**src/rtl/branch_pc_unit.sv**
```systemverilog
// PC and flag stage: ALU flag latch, LUT-steered branches, run/halt control.
// Optional FLAG_BYPASS_EN forwards ZeroIn/SignIn into same-cycle conditions.
module branch_pc_unit #(
  parameter int PCW  = 10,
  parameter int NTGT = 4
) (
  input  logic           Clk,
  input  logic           Reset,
  input  logic           Start,
  input  logic           Stall,
  input  logic           Halt,
  input  logic           FlagWE,
  input  logic           ZeroIn,
  input  logic           SignIn,
  input  logic [1:0]     BrOp,
  input  logic [1:0]     TgtIdx,
  input  logic           LutWE,
  input  logic [1:0]     LutAddr,
  input  logic [PCW-1:0] LutData,
  output logic [PCW-1:0] PC,
  output logic           FlagZ,
  output logic           FlagS,
  output logic           Taken,
  output logic           Done
);

  typedef enum logic [1:0] {
    IDLE = 2'd0,
    RUN  = 2'd1,
    HALT = 2'd2
  } state_t;

  state_t         state;
  logic [PCW-1:0] lut [NTGT];
  logic           cz;
  logic           cs;
  logic           take;

  // Condition flags seen by the branch decode.
`ifdef FLAG_BYPASS_EN
  assign cz = FlagWE ? ZeroIn : FlagZ;
  assign cs = FlagWE ? SignIn : FlagS;
`else
  assign cz = FlagZ;
  assign cs = FlagS;
`endif

  // Branch-taken decode.
  always_comb begin
    take = 1'b0;
    unique case (1'b1)
      (BrOp == 2'b11): take = 1'b1;
      (BrOp == 2'b01): take = cz;
      (BrOp == 2'b10): take = cs;
      default:         take = 1'b0;
    endcase
  end

  // Target table; writable in any state, branch reads the old value.
  always_ff @(posedge Clk) begin
    if (Reset) begin
      for (int i = 0; i < NTGT; i++) lut[i] <= '0;
    end else if (LutWE) begin
      lut[LutAddr] <= LutData;
    end
  end

  // Run/halt state machine, PC, flags and registered status.
  always_ff @(posedge Clk) begin
    if (Reset) begin
      state <= IDLE;
      PC    <= '0;
      FlagZ <= 1'b0;
      FlagS <= 1'b0;
      Taken <= 1'b0;
      Done  <= 1'b0;
    end else begin
      Taken <= 1'b0;
      unique case (state)
        IDLE: begin
          PC <= '0;
          if (Start) state <= RUN;
        end
        RUN: begin
          if (FlagWE) begin
            FlagZ <= ZeroIn;
            FlagS <= SignIn;
          end
          if (Halt) begin
            state <= HALT;
            Done  <= 1'b1;
          end else if (Stall) begin
            PC <= PC;
          end else if (take) begin
            PC    <= lut[TgtIdx];
            Taken <= 1'b1;
          end else begin
            PC <= PC + PCW'(1);
          end
        end
        HALT: begin
          if (Start) begin
            state <= RUN;
            PC    <= '0;
            Done  <= 1'b0;
          end
        end
        default: begin
          state <= IDLE;
          PC    <= '0;
          Done  <= 1'b0;
        end
      endcase
    end
  end

endmodule

```
**config.mk**
```make
export PLATFORM = sky130hd
export DESIGN_NAME = branch_pc_unit
export DESIGN_NICKNAME = d
export VERILOG_FILES = /design/src/rtl/branch_pc_unit.sv
export SDC_FILE = /design/constraint.sdc
export NUM_CORES = 1
export LEC_CHECK = 0
export ABC_CLOCK_PERIOD_IN_PS = 3000
export BUFFER_PORTS_ARGS = -buffer_cell sky130_fd_sc_hd__buf_2
export CORE_ASPECT_RATIO = 1.2
export CORE_MARGIN = 4
export CORE_UTILIZATION = 60
export CTS_BUF_LIST = sky130_fd_sc_hd__clkbuf_4
export DETAILED_ROUTE_END_ITERATION = 16
export GPL_TIMING_DRIVEN = 1
export PLACE_DENSITY_LB_ADDON = 0.25
export SYNTH_ARGS = -nofsm -noshare
export SYNTH_HDL_FRONTEND = slang
export SYNTH_SLANG_ARGS = --single-unit
```
**constraint.sdc**
```tcl
create_clock -name Clk -period 3 [get_ports Clk]
set_input_delay 0.3 -clock Clk [delete_from_list [all_inputs] [get_ports Clk]]
set_output_delay 0.3 -clock Clk [all_outputs]
set_load 0.05 [all_outputs]
```
* Yosys cells after proc, flatten, opt, wreduce, memory -nomap -nowiden
Memory sizes are Yosys's and may differ from the RTL's.
Index checks and enable logic that the tools add are counted.
** Storage, ports and cells
- Memories kept :: 1
- Input port bits :: 25
- Bits in writable memories :: 40
- Bits in registers :: 16
- Logic and storage cells :: 49
** Operators by class
- Reduce and logical (&&, ||, !) cells :: 8
- Equal/unequal tests :: 10
- Add/sub/neg operators :: 1
- Bitwise gates (word level) :: 2
- Mux-type cells :: 21
** Memory list
- lut :: depth 4, width 10, read ports 1, clocked after memory_dff 0, wr ports 4, RTL line 34 : logic [PCW-1:0] lut [NTGT];
** Operators by type and width (count)
- two-way mux 10 bit :: 5
- one-hot mux 10 bit (2 select lines) :: 1
- adder 10 x 1 -> 10 bit (second input constant) :: 1
- OR reduction 10 bit :: 1
- two-way mux 1 bit :: 9
- != test 2 bit (second input constant) :: 4
- equality test 2 bit (second input constant) :: 3
- two-way mux 2 bit :: 3
- one-hot mux 1 bit (3 select lines) :: 2
- AND reduction 3 bit :: 2
- equality test 2 x 1 -> 1 bit (second input constant) :: 2
- one-hot mux 2 bit (2 select lines) :: 1
- AND reduction 2 bit :: 2
- OR reduction 4 bit :: 1
- zero test 2 bit :: 1
- != test 2 x 1 -> 1 bit (second input constant) :: 1
- NOT 1 bit :: 2
- OR reduction 2 bit :: 1

* Depth between registers and ports, before layout
Gate-level depths: netlist of the first run.
- Word-level depth :: 6
- Mapped depth :: 6

* Least setup slack after synthesis of the first run
Ideal clock, no wire load.
- Path kind :: reg2reg
- From :: register PC[0]
- To :: register PC[8]
- Data required time :: 2.929 ns
- Buffers on the path :: 0
- Data arrival time :: 1.825 ns
- Setup slack :: 1.105 ns
- Cell stages (with the launch flop) :: 7
- Setup time :: 0.071 ns
- Cells stage by stage :: dfxtp_1 > ha_1 > and3_1 > nand3_1 > or2_2 > a31o_2 > a21oi_1
** On the way
- Longest elaborated chain between the ends :: 5
** RTL lines
- from (decl) :: RTL line 20 : output logic [PCW-1:0] PC,
- from (signal assigned) :: RTL line 95 : PC <= lut[TgtIdx];
- from (signal assigned) :: RTL line 98 : PC <= PC + PCW'(1);
- adder 10 x 1 -> 10 bit :: RTL line 98
- two-way mux 10 bit :: RTL line 94 : end else if (take) begin
- two-way mux 10 bit :: RTL line 92 : end else if (Stall) begin
- two-way mux 10 bit :: RTL line 89 : if (Halt) begin
- one-hot mux 10 bit (2 select lines) :: RTL line 79 : unique case (state)
Every way passes these cells. The select of a mux whose other input is x is not followed.
A chain may end at the register's enable or synchronous reset.

* Final worst setup path of the first run
- From :: register FlagZ
- To :: register PC[1]
** On the way
- Longest elaborated chain between the ends :: 5
** RTL lines
- from (decl) :: RTL line 21 : output logic FlagZ,
- from (signal assigned) :: RTL line 86 : FlagZ <= ZeroIn;
- one-hot mux 1 bit (3 select lines) :: RTL line 51 : unique case (1'b1)
- two-way mux 10 bit :: RTL line 94
- two-way mux 10 bit :: RTL line 92
- two-way mux 10 bit :: RTL line 89
- one-hot mux 10 bit (2 select lines) :: RTL line 79
Every way passes these cells. The select of a mux whose other input is x is not followed.

==> results of run 1 <==
stage by stage:
stage / utilization [%] / cells
2_1_floorplan: - / 217
3_3_place_gp: 67.7 / 304
3_5_place_dp: 67.7 / 304
4_1_cts: 69.5 / 312
5_1_grt: 69.5 / 312
6_report: 69.5 / 312
sequential cells by signal, summed over array words and instances, names as in the netlist:
signal,count
Done,1
FlagS,1
FlagZ,1
PC,10
Taken,1
lut,40
state,2
cell families (layout without fill, tap and decap cells):
family / Yosys count / in the layout
multiplexers: 12 / 12
adder cells (fa/ha/maj): 1 / 1
XOR/XNOR: 1 / 1
AND/OR/NAND/NOR: 101 / 101
AO/OA/AOI/OAI: 37 / 37
flip-flops: 56 / 56
buffers and inverters: 9 / 48
where the power goes:
part	total (uW)	switching [uW]	internal [uW]
Clock	397	226	171
Combinational	141	80.2	60.5
Sequential	891	15.6	875
layout make-up:
| type | instances | area share [%] |
|---|---|---|
| Multi-Input combinational cell | 152 | 36.8 |
| Clock buffer | 5 | 1.27 |
| Timing Repair Buffer | 40 | 6.93 |
| Clock inverter | 3 | 1.27 |
| Sequential cell | 56 | 51.4 |
| Tap cell | 56 | 2.37 |
how the worst max path moves through the flow:
stage           endpoint
6_report           PC[1]
5_1_grt            PC[1]
4_1_cts            PC[1]
3_5_place_dp   lut[1][8]
3_3_place_gp   lut[1][0]
2_1_floorplan      PC[8]
routing by layer:
metal	track usage, %	vias to the layer above	wire (microns)
met3	3.87	7	302
met4	6.24	0	70
met2	34.6	48	2490
met1	24.2	833	2100
li1	-	874	-
met5	0	-	0
layout by cell type, fill, tap and decap left out, drive strengths merged, types with 5 or more instances in the layout:
cell / n
nor3b: 5
nand2: 13
o21ai: 15
clkbuf: 5
mux4: 10
dfxtp: 16
nor2: 11
and2: 47
buf: 40
edfxtp: 40
nand3: 5
a21oi: 16
worst max-delay path: stages, from the launching register on:
cell	delay, ns
dfxtp_1	0.37
a21oi_1	0.11
nor2_1	0.65
mux2_2	0.41
a22oi_1	0.13
nor2_1	0.05
==> impl_metrics.py, run 1 <==
metrics = {
    "yosys": {
        "ys_seq_elements": 56,
        "synth-xor-area-share_pct": 0.330,
        "synth_largest_area_cell": "edfxtp_1",
        "ys_seq_area_share_pct": 57.3,
        "syn_nets": 243,
        "synth_commonest_cells": "46 x and2_1, 40 x edfxtp_1, 16 x dfxtp_1",
        "ys_async_sr_fraction_pct": 0,
        "syn_area_per_cell_sq_um": 12.2,
        "yosysUniqueCellTypes": 37,
        "synthMuxAreaShare_pct": 10.4,
        "synth_compound_area_share_pct": 8.00,
        "synthAdderAreaFrac_pct": 0.471,
        "synth_top_family_by_area": "simple AND/OR/NAND/NOR gates",
        "synth_area_sq_mm": 0.00266,
        "yosys-top-cells-area": "edfxtp_1 45%, dfxtp_1 12%, and2_1 11%",
        "synth_most_common_cell": "and2_1",
        "syn_inst": 217,
        "synth_edf_count": 40,
        "yosysTopAreaCellShare_pct": 45.2,
        "yosysWarnings": 0,
        "synthSimpleGateAreaFrac_pct": 21.8,
        "synth_flop_cell": "edfxtp_1",
    },
    "worst_hold_path": {
        "hold_depth": 3,
        "worstHoldPathType": "in2reg",
        "min_to": "FlagZ",
        "min-delay-start": "ZeroIn",
    },
    "worst_setup_path": {
        "regToRegEndpoint": "PC[1]",
        "crit_path_end_kind": "flip-flop",
        "worstPathArrival_ns": 2.10,
        "required_ns": 3.27,
        "start_kind": "flip-flop",
        "reg2reg_from": "FlagZ",
        "path_class": "reg2reg",
        "cp_max_fo": 14,
        "r2r_cells": 5,
        "startpoint": "FlagZ",
        "rrSetupSlack_ns": 1.17,
    },
    "status": {
        "status": "finished clean",
    },
    "placed_design": {
        "pre_cts_ws_ns": 0.810,
        "gp_congestion": 0.760,
        "io_buffers": 38,
        "placed_area_sq_mm": 0.00289,
        "dp_hpwl_microns": 3680,
    },
    "drt": {
        "dr_total_vias": 1762,
        "via_per_inst": 5.65,
        "wire_per_inst_microns": 15.9,
        "ant_nets": 0,
        "drt_iter0_markers": 94,
        "wirelength_microns": 4960,
        "drcViolationCount": 0,
        "drt_pass1_iterations": 4,
    },
    "global_routing": {
        "grt_pass1_vias": 1641,
        "antenna_found_initial": 0,
        "grt_pass1_wl_microns": 7890,
        "track_usage_pct": 19.7,
        "grt_max_degree": 23,
        "grt-ovfl-total": 0,
    },
    "sta": {
        "setup_slack_ns": 1.17,
        "rsz0062_at_grt": "false",
        "tightest_slew_ns": 1.04,
        "slew_violations": 0,
        "fin_tns_setup_ns": 0,
        "final.period_utilization_pct": 60.9,
        "max_slew_margin_pct": 30.5,
        "timing.fmax_mhz": 547,
        "period_minus_slack_ns": 1.83,
        "fin_skew_ns": 0.00949,
        "setup_violations": 0,
        "final_hold_viol_count": 0,
        "hold-worst-slack_ns": 0.154,
    },
    "die": {
        "start_util_pct": 62.4,
        "io_pins": 39,
        "design.core.area_sq_mm": 0.00426,
        "dieHeight_microns": 80.9,
        "dieArea_sq_mm": 0.00556,
        "rows": 26,
        "die_w_microns": 68.8,
    },
    "clock_tree": {
        "post_cts_resized": 0,
        "root_buffer": "clkbuf_4",
        "cts_buffers": 5,
        "clkSinkCount": 56,
        "cts_hold_buffers": 0,
        "cts_tree": "built",
        "clock_path_buffers": 2,
        "cts_setup_buffers": 0,
        "clk_latency_ns": 0.38,
        "clkTransAtPathRegs_ns": 0.15,
        "ctsHtreeMaxLevel": 2,
    },
    "finish": {
        "design_area_sq_mm": 0.00296,
        "nNetsFinal": 281,
        "seqCellArea_sq_mm": 0.00152,
        "layout-drive-gt1-share_pct": 22.7,
        "multi_input_area_sq_mm": 0.00109,
        "area_growth_pct": 11.4,
        "n_fill_cell": 319,
        "antennaDiodeCount": 0,
    },
    "pwr": {
        "pwr_density_cell_mw_per_mm2": 482,
        "power.total_uw": 1430,
        "p_leak_uw": 0.00114,
        "ir_drop_mv": 0.397,
    },
    "run": {
        "maxCapViolations": 0,
    },
}
Note: power is estimated with default switching activity, not from simulation.
==> inputs of run 2 (changes only) <==
--- a/config.mk
+++ b/config.mk
@@ -5,11 +5,11 @@
 export SDC_FILE = /design/constraint.sdc
 export NUM_CORES = 1
 export LEC_CHECK = 0
-export ABC_CLOCK_PERIOD_IN_PS = 3000
+export ABC_CLOCK_PERIOD_IN_PS = 1780
 export BUFFER_PORTS_ARGS = -buffer_cell sky130_fd_sc_hd__buf_2
 export CORE_ASPECT_RATIO = 1.2
 export CORE_MARGIN = 4
-export CORE_UTILIZATION = 60
+export CORE_UTILIZATION = 59
 export CTS_BUF_LIST = sky130_fd_sc_hd__clkbuf_4
 export DETAILED_ROUTE_END_ITERATION = 16
 export GPL_TIMING_DRIVEN = 1
==> constraint.sdc (replaced) <==
create_clock -name Clk -period 1.78 [get_ports Clk]
set_input_delay 0.178 -clock Clk [delete_from_list [all_inputs] [get_ports Clk]]
set_output_delay 0.178 -clock Clk [all_outputs]
set_load 0.05 [all_outputs]
==> run 2 against run 1 <==
Setup slack got worse by 1.0 ns. Critical path depth rose by 1. Design area rose by 1.5%. Global-route usage fell by 0.76 points. Sequential share of layout area fell by 0.67 points. Critical path type unchanged.
==> impl_metrics.py, run 2 (same netlist as run 1, synthesis figures left out) <==
metrics = {
    "sta": {
        "setup_violations": 0,
        "setup_slack_ns": 0.144,
        "period_minus_slack_ns": 1.64,
        "tightest_slew_ns": 0.407,
        "final.period_utilization_pct": 91.9,
        "timing.fmax_mhz": 611,
        "fin_skew_ns": 0.00784,
        "hold-worst-slack_ns": 0.0413,
        "fin_tns_setup_ns": 0,
        "max_slew_margin_pct": 72.7,
        "slew_violations": 0,
        "rsz0062_at_grt": "false",
        "final_hold_viol_count": 0,
    },
    "worst_setup_path": {
        "worst_path_max_delay_cell": "dfxtp_2",
        "worstPathArrival_ns": 1.95,
        "start_kind": "flip-flop",
        "crit_family": "simple AND/OR/NAND/NOR gates",
        "required_ns": 2.09,
        "path_class": "reg2reg",
        "cp_cell_sequence": "ha_1, and3_1, nand3_1, or2_2, a31o_2, a21oi_1",
        "path_buf_inv": 0,
        "crit_path_end_kind": "flip-flop",
        "cp_slowest_stage_delay_ns": 0.39,
        "cp_max_fo": 6,
    },
    "placed_design": {
        "gp_congestion": 0.791,
        "dp_hpwl_microns": 3640,
        "io_buffers": 38,
        "pre_cts_ws_ns": 0.156,
    },
    "die": {
        "dieHeight_microns": 81.5,
        "die_w_microns": 69.3,
        "dieArea_sq_mm": 0.00565,
        "design.core.area_sq_mm": 0.00429,
        "start_util_pct": 61.9,
        "io_pins": 39,
        "rows": 26,
    },
    "finish": {
        "area_growth_pct": 13.1,
        "final_common_cell": "and2_1",
        "reg.largest.list": "lut: 40 flops, PC: 10 flops, state: 2 flops",
        "layout-drive-gt1-share_pct": 26.1,
        "antennaDiodeCount": 0,
        "nNetsFinal": 289,
        "n_fill_cell": 347,
        "layout_common_cells": "46 x and2_1, 40 x edfxtp_1, 38 x buf_2",
        "regMostFlops": "lut",
        "largest_register_ffs": 40,
    },
    "run": {
        "maxCapViolations": 0,
    },
    "drt": {
        "wirelength_microns": 5020,
        "via_per_inst": 5.64,
        "ant_nets": 0,
        "drt_pass1_iterations": 4,
        "drt_iter0_markers": 110,
        "drcViolationCount": 0,
        "dr_total_vias": 1805,
        "wire_per_inst_microns": 15.7,
    },
    "clock_tree": {
        "cts_hold_buffers": 0,
        "clk_latency_ns": 0.36,
        "cts_buffers": 5,
        "clkTransAtPathRegs_ns": 0.15,
        "clkSinkCount": 56,
        "cts_tree": "built",
        "clock_path_buffers": 2,
        "cts_setup_buffers": 0,
        "root_buffer": "clkbuf_4",
        "ctsHtreeMaxLevel": 2,
        "post_cts_resized": 0,
    },
    "global_routing": {
        "antenna_found_initial": 0,
        "grt-ovfl-total": 0,
        "grt_max_degree": 22,
        "grt_pass1_wl_microns": 8300,
        "grt_pass1_vias": 1822,
        "track_usage_pct": 19.0,
    },
    "status": {
        "status": "finished clean",
    },
    "pwr": {
        "p_leak_uw": 0.00118,
        "power.total_uw": 2300,
        "pwr_density_cell_mw_per_mm2": 765,
        "ir_drop_mv": 0.539,
    },
    "worst_hold_path": {
        "worstHoldPathType": "in2reg",
    },
}
-- run 2: cell types whose count changed in the layout (fill, tap and decap cells not counted) --
cell       delta
dfxtp_2       +2
clkinv_1      -1
dfxtp_1       -2
buf_4         +8
clkbuf_4      +2
bufinv_16     -1
-- run 2: layout make-up --
class | instances | area [sq um] | area share (%)
well taps | 56 | 70.1 | 2.33
flip-flops and latches | 56 | 1520 | 50.7
clock buffers | 7 | 52.6 | 1.75
repair buffers | 48 | 265 | 8.83
multi-input cells | 152 | 1090 | 36.3
clock inverters | 1 | 3.75 | 0.125
-- run 2: worst paths after layout --
check                           slack [ns]    from  depth (start not counted)     to
worst min-delay path                  0.04  SignIn                          3  FlagS
worst min register to register        0.48   PC[9]                          2  PC[9]
worst max-delay path                  0.14   PC[0]                          6  PC[8]
worst max register to register        0.14   PC[0]                          6  PC[8]
-- run 2: per-layer routing --
metal	global-route usage, %	share of wire [%]	vias to the layer above
li1	-	-	894
met1	20.3	41	862
met2	36.5	52	42
met3	4.90	5.4	7
met4	6.45	1.2	0
met5	0	0	-
-- run 2: power by group --
group / switching [uW] / total (uW) / internal [uW] / leakage [uW]
logic: 140 / 253 / 113 / 0.000622
registers: 24.0 / 1500 / 1470 / 0.000521
clock network: 365 / 549 / 184 / 0.0000338
-- run 2: per-stage QoR --
stage | std cells | area [sq um] | utilization, %
2_1_floorplan | 217 | 2660 | -
3_3_place_gp | 312 | 2950 | 68.7
3_5_place_dp | 312 | 2950 | 68.7
4_1_cts | 320 | 3010 | 70.0
5_1_grt | 320 | 3010 | 70.0
6_report | 320 | 3010 | 70.0
-- run 2: worst register-to-register path: stages, from the launching register on --
cell and delay (ns):
dfxtp_2 0.39, ha_1 0.19, and3_1 0.23, nand3_1 0.13, or2_2 0.30, a31o_2 0.23, a21oi_1 0.12
